===== src/rtl/risc_sequencer.sv =====
// 8-phase VeriRISC instruction sequencer: decodes opcode/zero into per-phase control strobes.
// Optional build macro CTRL_SINGLE_STEP_EN: hold in INST_ADDR until step is seen high.
//
// state      | meaning
// INST_ADDR  | phase 0, instruction address on the bus, all strobes low
// INST_FETCH | phase 1, instruction memory read
// INST_LOAD  | phase 2, instruction register captures the read data
// IDLE       | phase 3, instruction register load held
// OP_ADDR    | phase 4, PC increment; HLT leaves the loop from here
// OP_FETCH   | phase 5, operand memory read for ALU-type opcodes
// ALU_OP     | phase 6, accumulator load / SKZ skip / JMP load
// STORE      | phase 7, accumulator load, STO write, JMP completes; instruction retires
// HALTED     | sticky halt, phase reads 7, left only through rst_
module risc_sequencer #(
  parameter int RETIRE_W = 16
) (
  input  logic                clk,
  input  logic                rst_,
  input  logic [2:0]          opcode,
  input  logic                zero,
  input  logic                step,
  output logic                mem_rd,
  output logic                load_ir,
  output logic                halt,
  output logic                inc_pc,
  output logic                load_pc,
  output logic                load_ac,
  output logic                mem_wr,
  output logic [2:0]          phase,
  output logic [RETIRE_W-1:0] retire_cnt
);

  typedef enum logic [3:0] {
    S_INST_ADDR  = 4'd0,
    S_INST_FETCH = 4'd1,
    S_INST_LOAD  = 4'd2,
    S_IDLE       = 4'd3,
    S_OP_ADDR    = 4'd4,
    S_OP_FETCH   = 4'd5,
    S_ALU_OP     = 4'd6,
    S_STORE      = 4'd7,
    S_HALTED     = 4'd8
  } state_t;

  localparam logic [2:0] OP_HLT = 3'd0;
  localparam logic [2:0] OP_SKZ = 3'd1;
  localparam logic [2:0] OP_ADD = 3'd2;
  localparam logic [2:0] OP_AND = 3'd3;
  localparam logic [2:0] OP_XOR = 3'd4;
  localparam logic [2:0] OP_LDA = 3'd5;
  localparam logic [2:0] OP_STO = 3'd6;
  localparam logic [2:0] OP_JMP = 3'd7;

  state_t              state_q, state_d;
  logic [RETIRE_W-1:0] retire_q, retire_d;
  logic                go;
  logic                aluop;

`ifdef CTRL_SINGLE_STEP_EN
  assign go = step;
`else
  logic unused_step;
  assign unused_step = step;
  assign go          = 1'b1;
`endif

  assign aluop = (opcode == OP_ADD) || (opcode == OP_AND) ||
                 (opcode == OP_XOR) || (opcode == OP_LDA);

  always_comb begin
    state_d = S_INST_ADDR;
    case (state_q)
      S_INST_ADDR:  state_d = go ? S_INST_FETCH : S_INST_ADDR;
      S_INST_FETCH: state_d = S_INST_LOAD;
      S_INST_LOAD:  state_d = S_IDLE;
      S_IDLE:       state_d = S_OP_ADDR;
      S_OP_ADDR:    state_d = (opcode == OP_HLT) ? S_HALTED : S_OP_FETCH;
      S_OP_FETCH:   state_d = S_ALU_OP;
      S_ALU_OP:     state_d = S_STORE;
      S_STORE:      state_d = S_INST_ADDR;
      S_HALTED:     state_d = S_HALTED;
      default:      state_d = S_INST_ADDR;
    endcase
  end

  // Only the STORE->INST_ADDR edge completes an instruction; HLT never gets there.
  assign retire_d = (state_q == S_STORE) ? retire_q + RETIRE_W'(1) : retire_q;

  always_ff @(posedge clk or negedge rst_) begin
    if (!rst_) begin
      state_q  <= S_INST_ADDR;
      retire_q <= '0;
    end else begin
      state_q  <= state_d;
      retire_q <= retire_d;
    end
  end

  // Moore decode straight off the state register so reset clears the strobes immediately.
  always_comb begin
    mem_rd  = 1'b0;
    load_ir = 1'b0;
    halt    = 1'b0;
    inc_pc  = 1'b0;
    load_pc = 1'b0;
    load_ac = 1'b0;
    mem_wr  = 1'b0;
    phase   = 3'd0;
    case (state_q)
      S_INST_ADDR: phase = 3'd0;
      S_INST_FETCH: begin
        phase  = 3'd1;
        mem_rd = 1'b1;
      end
      S_INST_LOAD: begin
        phase   = 3'd2;
        mem_rd  = 1'b1;
        load_ir = 1'b1;
      end
      S_IDLE: begin
        phase   = 3'd3;
        mem_rd  = 1'b1;
        load_ir = 1'b1;
      end
      S_OP_ADDR: begin
        phase  = 3'd4;
        inc_pc = 1'b1;
        halt   = (opcode == OP_HLT);
      end
      S_OP_FETCH: begin
        phase  = 3'd5;
        mem_rd = aluop;
      end
      S_ALU_OP: begin
        phase   = 3'd6;
        mem_rd  = aluop;
        load_ac = aluop;
        inc_pc  = (opcode == OP_SKZ) && zero;
        load_pc = (opcode == OP_JMP);
      end
      S_STORE: begin
        // JMP raises load_pc and inc_pc together; the counter gives load priority.
        phase   = 3'd7;
        mem_rd  = aluop;
        load_ac = aluop;
        inc_pc  = (opcode == OP_JMP);
        load_pc = (opcode == OP_JMP);
        mem_wr  = (opcode == OP_STO);
      end
      S_HALTED: begin
        phase = 3'd7;
        halt  = 1'b1;
      end
      default: phase = 3'd0;
    endcase
  end

  assign retire_cnt = retire_q;

endmodule


===== config.mk =====
export PLATFORM = sky130hd
export DESIGN_NAME = risc_sequencer
export DESIGN_NICKNAME = d
export VERILOG_FILES = /design/src/rtl/risc_sequencer.sv
export SDC_FILE = /design/constraint.sdc
export NUM_CORES = 1
export LEC_CHECK = 0
export CORE_MARGIN = 2
export CORE_UTILIZATION = 48
export CTS_CLUSTER_SIZE = 30
export DETAILED_ROUTE_END_ITERATION = 6
export HOLD_SLACK_MARGIN = 0.12
export MAX_ROUTING_LAYER = met4
export PLACE_DENSITY = 0.84
export RECOVER_POWER = 25
export REMOVE_ABC_BUFFERS = 1
export SETUP_SLACK_MARGIN = 0.02
export SYNTH_ARGS = -nofsm -noshare
export SYNTH_HDL_FRONTEND = slang
export SYNTH_SLANG_ARGS = --single-unit

===== constraint.sdc =====
create_clock -name clk -period 4.2 [get_ports clk]
set_input_delay 0.42 -clock clk [delete_from_list [all_inputs] [get_ports clk]]
set_output_delay 0.42 -clock clk [all_outputs]
set_load 0.01 [all_outputs]

==> key figures, run 1 <==
Outcome
  • Status: finished clean

CTS
  • Clock Latency Late Sink: 300 ps
  • Total CTS buffers: 3
  • CTS Sinks: 20
  • Max H-tree Level: 1
  • Reg clk slew, reported paths: 110 ps
  • CTS root buf: clkbuf_4
  • Clock buffer depth: 2
  • CTS tree: done
  • CTS Hold Bufs: 0
  • CTS-repair resized insts: 0
  • Post-CTS setup buffers: 0

Floorplanning
  • Row Count: 16
  • Initial Utilization: 51.9%
  • Die H: 50.3 um
  • Top Ports: 33
  • Placeable core region: 0.00198 mm2
  • Die X: 50.3 um
  • Die area: 0.00253 mm2

Power
  • PnR Total Power: 0.000682 W
  • Leak Pwr: 0.561 nW
  • Clk pwr share: 16.5%
  • Combinational Power Share: 41.2%
  • Net switching power figure: 0.000242 W
  • Cell internal pwr: 0.000440 W
  • Flop pwr share: 42.3%
  • Max IR drop VDD: 0.316 mV
  • Power Density: 499 mW/mm2
  • Switching share of power: 35.5%

Place
  • Final HPWL DP: 1.48 mm
  • Port bufs: 31
  • RD Place Congestion: 0.744

GRT
  • Vias in the first global route: 834
  • Largest net degree at the start of global routing: 21
  • Total congestion overflow: 0
  • Initial antenna violation count: 0
  • First-pass GRT wire length: 3.51 mm
  • Tot GR Track Use: 19.1%

Hold path
  • Hold Crit Start: retire_cnt[15]$_DFFE_PN0P_
  • Hold EP: retire_cnt[15]$_DFFE_PN0P_
  • Hold WC Path Type: reg2reg
  • Hold path depth: 1

Synthesis
  • Sequential area share after synthesis: 48.7%
  • Count leader, synth: dfrtp_1
  • Syn. warnings: 0
  • Mux contribution to synthesized area: 0%
  • Post-synthesis cell area: 0.00103 mm2
  • Synth Area in XOR/XNOR: 15.3%
  • Post-Synth Simple-Gate Area: 25.4%
  • Synth top area share: 48.7%
  • Synthesized area per cell: 10.1 um2
  • Post-synth cell types: 26
  • Main area contributors after synthesis: dfrtp_1, xnor2_1, nand2_1
  • Main combinational cell family by area after synthesis: simple AND/OR/NAND/NOR gates
  • Flops & latches, synth: 20
  • Post-synth EDFFs: 0
  • Gate count of the mapped netlist: 102
  • Compound-cell area share of the yosys netlist: 5.84%
  • Commonest cells in the netlist: dfrtp_1, xnor2_1, nand2_1
  • Ys async rst share: 100%
  • Prevailing post-synth register cell: dfrtp_1
  • Adder-cell share of the synthesized area: 1.22%
  • Cell taking the most area after synthesis: dfrtp_1

Final layout
  • # fillers: 151
  • Layout area overhead: 33.1%
  • Final core utilization: 69.1%
  • Layout cell share with drive strength beyond 1: 4.51%
  • Nets: 142
  • N_diodes: 0

STA
  • Post-route minimum period: 2630 ps
  • Hold Vio Cnt, Final: 0
  • Setup Viol. Count Final: 0
  • Worst-Margin Slew: 873 ps
  • Setup TNS after final layout: 0 ps
  • RSZ-0062 raised after global routing: false
  • Setup Skew: 3.30 ps
  • Final Cycle Share: 62.7%
  • Slew headroom: 41.6%
  • Fmax: 0.380 GHz
  • Slew Viols, Final: 0

Setup path
  • Worst R2R Path Depth: 4
  • Slowest cell on the critical path: dlygate4sd3_1
  • Arr. time, crit path: 2210 ps
  • Critical path's top delay family: buffers and inverters
  • Worst stage delay on the critical path: 610 ps
  • Cell chain of the critical path: dlygate4sd3_1, nor3_1, nand2_1, nor2_1, o21a_1, clkdlybuf4s50_1
  • Setup crit start kind: input pin
  • Critical Path Sink Type: primary output
  • Worst EP required: 3780 ps
  • Reg2reg start: state_q[3]$_DFF_PN0_
  • Worst R2R Setup Slack: 2440 ps
  • Reg-to-Reg End: retire_cnt[7]$_DFFE_PN0P_
  • Critical Path Start: opcode[1]
  • CP Max Fanout: 5
  • Worst Setup Path Type: in2out
  • Worst Path Buf+Inv: 2

Route
  • Post-DRT Antenna Nets: 0
  • TritonRoute pass-1 iters: 4
  • WL/cell: 12.3 um
  • DRT iter0 DRCs: 3
  • DRC: 0
  • Via count: 839
  • WL final: 1.98 mm
  • Via density: 5.24

Flow run
  • Max cap viols: 0
==> how the worst max path moves through the flow <==
| stage | to | slack (ps) | cells past startpoint |
|---|---|---|---|
| after CTS | halt | 1660 | 6 |
| final | halt | 1570 | 6 |
| after global routing | inc_pc | 1420 | 6 |
| after detailed placement | halt | 1670 | 6 |
| after floorplan | load_ac | 2710 | 3 |
| after global placement | halt | 1680 | 6 |
==> through the flow <==
stage               cells  hold slack [ps]  setup slack [ps]  area [um2]
finish                160              482              1570        1370
global route          160              511              1420        1370
CTS                   160              490              1660        1380
detailed placement    156              470              1670        1350
global placement      156              461              1680        1350
floorplan              98              124              2710        1000
==> area by class of cell <==
type | instances | area, um2 | area share (%)
Clock buffer | 4 | 36.3 | 2.65
Inverter | 3 | 11.3 | 0.823
Multi-Input combinational cell | 75 | 477 | 34.8
Sequential cell | 20 | 500 | 36.6
Tap cell | 27 | 33.8 | 2.47
Timing Repair Buffer | 31 | 310 | 22.7
==> placed cells by master (no fill, tap or decap), types with 2 or more instances in the layout <==
cell type,instances
nor2_1,9
nand3_1,4
nor3_1,6
a211oi_1,2
clkbuf_4,3
and4_1,3
o21a_1,2
inv_1,3
dfrtp_1,20
nand2_1,14
xor2_1,2
clkdlybuf4s50_1,29
o21ai_0,3
xnor2_1,16
nand4_1,4
dlygate4sd3_1,2
nand3_2,2
==> power groups by stage <==
stage	combinational, W	sequential (W)	clock, W
4_1_cts	0.000289	0.000295	0.000115
6_report	0.000282	0.000289	0.000112
3_5_place_dp	0.000285	0.000298	0
2_1_floorplan	0.000139	0.000295	0
3_3_place_gp	0.000278	0.000295	0
5_1_grt	0.000309	0.000297	0.000126
==> registers in the layout, indices dropped and copies added (netlist names) <==
name / count
state_q: 4
retire_cnt: 16
==> worst register-to-register path: stages, from the launching register on <==
cell and delay [ps]:
dfrtp_1 520, nand4b_1 350, nor2_1 430, and4_1 270
xor2_1 140
==> cells by family after synthesis <==
logic type	count (synthesis)
buffers and inverters	7
and+or+nand+nor	47
xor gates and xnor gates	18
adders and majority gates	1
DFF	20
AOI/OAI and AO/OA	9
==> per-layer routing <==
metal	GRT usage (%)	part of all wire, %	vias to the layer above
met4	9.46	2.2	0
met1	22.8	45	396
met2	31.6	47	28
li1	-	-	411
met5	-	0	-
met3	2.98	5.2	4
(Power assumes the default switching activity.)
==> run 2, diff against run 1 <==
CORE_UTILIZATION = 40   (was 48)
PLACE_DENSITY = 0.75   (was 0.84)
clock period = 2.39 ns   (was 4.2 ns; I/O delays follow)
==> key figures, run 2 (same netlist as run 1, synthesis figures left out) <==
STA
  • Final Cycle Share: 91.3%
  • Hold Vio Cnt, Final: 0 (unchanged)
  • Post-route minimum period: 2180 ps
  • Final worst slack: 207 ps (was 1570 ps)
  • Setup TNS after final layout: 0 ps (unchanged)
  • Worst-Margin Slew: 1020 ps (was 873 ps)
  • Setup Viol. Count Final: 0 (unchanged)
  • Slew Viols, Final: 0 (unchanged)
  • Fmax: 0.458 GHz
  • RSZ-0062 raised after global routing: false (unchanged)
  • Setup Skew: 8.65 ps (was 3.30 ps)
  • Slew headroom: 31.7% (was 41.6%)

Setup path
  • Reg2reg start: state_q[3]$_DFF_PN0_ (unchanged)
  • Cell chain of the critical path: inv_1, or3_1, nor2_1, clkdlybuf4s50_1 (was dlygate4sd3_1, nor3_1, nand2_1, nor2_1, o21a_1, clkdlybuf4s50_1)
  • Critical Path Start: state_q[2]$_DFF_PN0_ (was opcode[1])
  • Setup crit start kind: register (was input pin)
  • CP Max Fanout: 7 (was 5)
  • Critical path's top delay family: buffers and inverters (unchanged)
  • Worst Path Buf+Inv: 2 (unchanged)
  • Worst stage delay on the critical path: 540 ps (was 610 ps)
  • Critical Path Sink Type: primary output (unchanged)
  • Arr. time, crit path: 1940 ps (was 2210 ps)
  • Worst EP required: 2150 ps (was 3780 ps)
  • Worst Setup Path Type: reg2out (was in2out)
  • Slowest cell on the critical path: clkdlybuf4s50_1 (was dlygate4sd3_1)

CTS
  • Total CTS buffers: 3 (unchanged)
  • CTS root buf: clkbuf_4 (unchanged)
  • Max H-tree Level: 1 (unchanged)
  • CTS tree: done (unchanged)
  • Reg clk slew, reported paths: 110 ps (about the same)
  • CTS Sinks: 20 (unchanged)
  • Post-CTS setup buffers: 0 (unchanged)
  • Clock buffer depth: 2 (unchanged)
  • CTS-repair resized insts: 0 (unchanged)
  • CTS Hold Bufs: 0 (unchanged)
  • Clock Latency Late Sink: 290 ps (was 300 ps)

Power
  • Power Density: 867 mW/mm2 (was 499 mW/mm2)
  • Max IR drop VDD: 0.570 mV (was 0.316 mV)
  • Cell internal pwr: 0.000779 W (was 0.000440 W)
  • Flop pwr share: 42.8% (was 42.3%)
  • Leak Pwr: 0.578 nW (was 0.561 nW)
  • Clk pwr share: 15.8% (was 16.5%)
  • Switching share of power: 35.4% (was 35.5%)
  • Combinational Power Share: 41.4% (was 41.2%)
  • Net switching power figure: 0.000426 W (was 0.000242 W)

Final layout
  • Layout area overhead: 35.3% (was 33.1%)
  • N_diodes: 0 (unchanged)
  • Commonest non-fill, non-tap cells in the layout: clkdlybuf4s50_1, dfrtp_1, xnor2_1 (unchanged)
  • Nets: 143 (was 142)
  • Final instance area: 0.00139 mm2 (was 0.00137 mm2)
  • Multi-input gate area: 492 um2 (was 477 um2)
  • Final core utilization: 56.7% (was 69.1%)
  • Layout cell share with drive strength beyond 1: 5.22% (was 4.51%)
  • Leading cell type in the layout, fill and taps excluded: clkdlybuf4s50_1 (unchanged)
  • Sequential Area: 500 um2 (unchanged)
  • # fillers: 219 (was 151)
  • Max reg flops: 16 (unchanged)

Floorplanning
  • Die H: 54.7 um (was 50.3 um)
  • Placeable core region: 0.00245 mm2 (was 0.00198 mm2)
  • Initial Utilization: 41.9% (was 51.9%)
  • Row Count: 18 (was 16)
  • Top Ports: 33 (unchanged)
  • Die X: 54.7 um (was 50.3 um)
  • Die area: 0.00299 mm2 (was 0.00253 mm2)

Place
  • RD Place Congestion: 0.742 (was 0.744)
  • Cell Area, Placed: 0.00136 mm2 (was 0.00135 mm2)
  • Port bufs: 31 (unchanged)
  • Worst slack at placement: 228 ps (was 1670 ps)
  • Final HPWL DP: 1.48 mm (about the same)

GRT
  • Tot GR Track Use: 15.3% (was 19.1%)
  • Total congestion overflow: 0 (unchanged)
  • First-pass GRT wire length: 3.37 mm (was 3.51 mm)
  • Largest net degree at the start of global routing: 21 (unchanged)
  • Initial antenna violation count: 0 (unchanged)
  • Vias in the first global route: 830 (was 834)

Route
  • Post-DRT Antenna Nets: 0 (unchanged)
  • TritonRoute pass-1 iters: 4 (unchanged)
  • DRC: 0 (unchanged)
  • DRT iter0 DRCs: 5 (was 3)
  • WL/cell: 12.0 um (was 12.3 um)
  • WL final: 1.97 mm (was 1.98 mm)
  • Via count: 837 (was 839)
  • Via density: 5.10 (was 5.24)

Hold path
  • Hold Crit Start: retire_cnt[15]$_DFFE_PN0P_ (unchanged)
  • Hold WC Path Type: reg2reg (unchanged)

Outcome
  • Status: finished clean (unchanged)

Flow run
  • Max cap viols: 0 (unchanged)
[run 2: metal layers]
layer	up-vias	track usage, %	wire, um
met5	-	-	0
met2	27	25.2	909
met3	2	2.19	101
li1	412	-	-
met4	0	3.75	8
met1	396	19.7	948
[run 2: layout make-up]
type | count | area share (%)
Tap cell | 30 | 2.70
Clock buffer | 4 | 2.61
Timing Repair Buffer | 32 | 22.6
Multi-Input combinational cell | 75 | 35.3
Inverter | 3 | 0.809
Sequential cell | 20 | 36.0
[run 2: power groups by stage]
stage / registers (W) / clock network (W) / logic [W]
after floorplan: 0.000518 / 0 / 0.000244
after CTS: 0.000516 / 0.000197 / 0.000506
after global placement: 0.000519 / 0 / 0.000492
final: 0.000516 / 0.000191 / 0.000499
after global routing: 0.000533 / 0.000211 / 0.000552
after detailed placement: 0.000520 / 0 / 0.000503
[run 2: worst reg2reg max path, cell delays in order (launching register included)]
cell     delay (ps)
dfrtp_1         520
and4b_1         380
and4_1          380
nand3_2         110
xnor2_1         130
[run 2: worst paths after layout]
path / slack [ps] / cells after the start / endpoint
hold reg to reg: 480 / 1 / retire_cnt[15]$_DFFE_PN0P_
hold / removal: 480 / 1 / retire_cnt[15]$_DFFE_PN0P_
max in group asynchronous: 1150 / 2 / retire_cnt[4]$_DFFE_PN0P_
setup / recovery: 210 / 4 / load_pc
min in group asynchronous: 630 / 2 / retire_cnt[15]$_DFFE_PN0P_
setup reg to reg: 760 / 4 / retire_cnt[6]$_DFFE_PN0P_
[run 2: metrics by stage]
stage	power, W	hold slack [ps]	cells
2_1_floorplan	0.000761	-56.6	98
3_3_place_gp	0.00101	463	160
3_5_place_dp	0.00102	471	160
4_1_cts	0.00122	278	164
5_1_grt	0.00130	495	164
6_report	0.00121	483	164
==> run 3, diff against run 2 <==
MAX_ROUTING_LAYER = not set   (was met4)
==> key figures, run 3 (same netlist as run 1, synthesis figures left out) <==
GRT
  • Vias in the first global route: 826 (was 830)
  • Tot GR Track Use: 14.9% (was 15.3%)
  • Total congestion overflow: 0 (unchanged)
  • Largest net degree at the start of global routing: 21 (unchanged)
  • First-pass GRT wire length: 3.38 mm (was 3.37 mm)
  • Initial antenna violation count: 0 (unchanged)

Setup path
  • Critical path's top delay family: buffers and inverters (unchanged)
  • Critical Path Sink Type: primary output (unchanged)
  • Worst Setup Path Type: reg2out (unchanged)
  • Worst R2R Path Depth: 4 (unchanged)
  • CP Max Fanout: 7 (unchanged)
  • Worst stage delay on the critical path: 540 ps (about the same)
  • Reg2reg start: state_q[3]$_DFF_PN0_ (unchanged)
  • Worst EP required: 2150 ps (about the same)
  • Reg-to-Reg End: retire_cnt[6]$_DFFE_PN0P_ (unchanged)
  • Setup crit start kind: register (unchanged)
  • Worst R2R Setup Slack: 760 ps (about the same)
  • Arr. time, crit path: 1940 ps (about the same)
  • Worst Path Buf+Inv: 2 (unchanged)
  • Slowest cell on the critical path: clkdlybuf4s50_1 (unchanged)
  • Cell chain of the critical path: inv_1, or3_1, nor2_1, clkdlybuf4s50_1 (unchanged)

CTS
  • CTS root buf: clkbuf_4 (unchanged)
  • CTS Sinks: 20 (unchanged)
  • Max H-tree Level: 1 (unchanged)
  • Reg clk slew, reported paths: 110 ps (about the same)
  • CTS Hold Bufs: 0 (unchanged)
  • Clock buffer depth: 2 (unchanged)
  • Total CTS buffers: 3 (unchanged)
  • Post-CTS setup buffers: 0 (unchanged)
  • Clock Latency Late Sink: 290 ps (about the same)
  • CTS-repair resized insts: 0 (unchanged)
  • CTS tree: done (unchanged)

Route
  • DRT iter0 DRCs: 5 (unchanged)
  • DRC: 0 (unchanged)
  • TritonRoute pass-1 iters: 4 (unchanged)
  • Via count: 838 (was 837)
  • Via density: 5.11 (was 5.10)
  • WL/cell: 12.0 um (about the same)
  • Post-DRT Antenna Nets: 0 (unchanged)
  • WL final: 1.97 mm (about the same)

Hold path
  • Hold WC Path Type: reg2reg (unchanged)
  • Hold EP: retire_cnt[15]$_DFFE_PN0P_ (unchanged)
  • Hold Crit Start: retire_cnt[15]$_DFFE_PN0P_ (unchanged)
  • Hold path depth: 1 (unchanged)

Final layout
  • Layout area overhead: 35.3% (unchanged)
  • Layout cell share with drive strength beyond 1: 5.22% (unchanged)
  • Final non-filler cell total: 164 (unchanged)
  • N_diodes: 0 (unchanged)
  • Nets: 143 (unchanged)
  • Max reg flops: 16 (unchanged)
  • Leading cell type in the layout, fill and taps excluded: clkdlybuf4s50_1 (unchanged)
  • Commonest non-fill, non-tap cells in the layout: clkdlybuf4s50_1, dfrtp_1, xnor2_1 (unchanged)

Place
  • Port bufs: 31 (unchanged)
  • Final HPWL DP: 1.48 mm (unchanged)
  • Placed insts: 160 (unchanged)
  • RD Place Congestion: 0.733 (was 0.742)

Floorplanning
  • Placeable core region: 0.00245 mm2 (unchanged)
  • Die H: 54.7 um (unchanged)
  • Die X: 54.7 um (unchanged)
  • Row Count: 18 (unchanged)
  • Die area: 0.00299 mm2 (unchanged)
  • Top Ports: 33 (unchanged)
  • Initial Utilization: 41.9% (unchanged)

Flow run
  • Max cap viols: 0 (unchanged)

STA
  • Fmax: 0.458 GHz (about the same)
  • Worst-Margin Slew: 1020 ps (about the same)
  • Setup TNS after final layout: 0 ps (unchanged)
  • Post-route minimum period: 2180 ps (about the same)
  • Setup Skew: 8.02 ps (was 8.65 ps)
  • Final Cycle Share: 91.3% (about the same)
  • RSZ-0062 raised after global routing: false (unchanged)
  • Hold Vio Cnt, Final: 0 (unchanged)
  • Setup Viol. Count Final: 0 (unchanged)
  • Slew headroom: 32.0% (was 31.7%)
  • Slew Viols, Final: 0 (unchanged)
  • Hold Slack: 483 ps (about the same)

Power
  • Max IR drop VDD: 0.570 mV (about the same)
  • Power Density: 866 mW/mm2 (was 867 mW/mm2)
  • Leak Pwr: 0.578 nW (unchanged)

Outcome
  • Status: finished clean (unchanged)
## run 3: how the worst max path moves through the flow
stage                                     from                        end  slack (ps)  depth (start not counted)
after CTS                 state_q[2]$_DFF_PN0_                    load_pc         210                          4
after global placement               opcode[1]                       halt         230                          6
after detailed placement             opcode[1]                       halt         230                          6
after global routing                 opcode[1]                       halt          70                          6
after floorplan           state_q[3]$_DFF_PN0_  retire_cnt[6]$_DFFE_PN0P_         940                          4
final                     state_q[2]$_DFF_PN0_                    load_pc         210                          4
## run 3: area by class of cell
| class | instances | area, um2 |
|---|---|---|
| Timing Repair Buffer | 32 | 314 |
| Fill cell | 219 | 1060 |
| Multi-Input combinational cell | 75 | 492 |
| Tap cell | 30 | 37.5 |
| Clock buffer | 4 | 36.3 |
| Sequential cell | 20 | 500 |
| Inverter | 3 | 11.3 |
## run 3: through the flow
stage | util (%) | area, um2 | total power, W | setup WS (ps)
2_1_floorplan | - | 1000 | 0.000761 | 939
3_3_place_gp | 55.4 | 1360 | 0.00101 | 233
5_1_grt | 56.7 | 1390 | 0.00130 | 66.5
4_1_cts | 56.8 | 1400 | 0.00122 | 206
6_report | 56.7 | 1390 | 0.00121 | 208
3_5_place_dp | 55.4 | 1360 | 0.00102 | 228
## run 3: routing by layer
metal  routed length [um]  GRT usage, %
met5                    0             0
met3                  101          2.19
met4                    8          3.75
met2                  920          24.8
met1                  935          20.2
## run 3: power breakdown
part           total, W  internal [W]  leakage (nW)  switching [W]
clock network  0.000191     0.0000927        0.0210      0.0000980
logic          0.000499      0.000286         0.290       0.000213
registers      0.000516      0.000401         0.267       0.000115
total           0.00121      0.000780         0.578       0.000426
## run 3: worst register-to-register path: stages, from the launching register on
cell and delay [ps]:
dfrtp_1 520, and4b_1 380, and4_1 380, nand3_2 110
xnor2_1 130
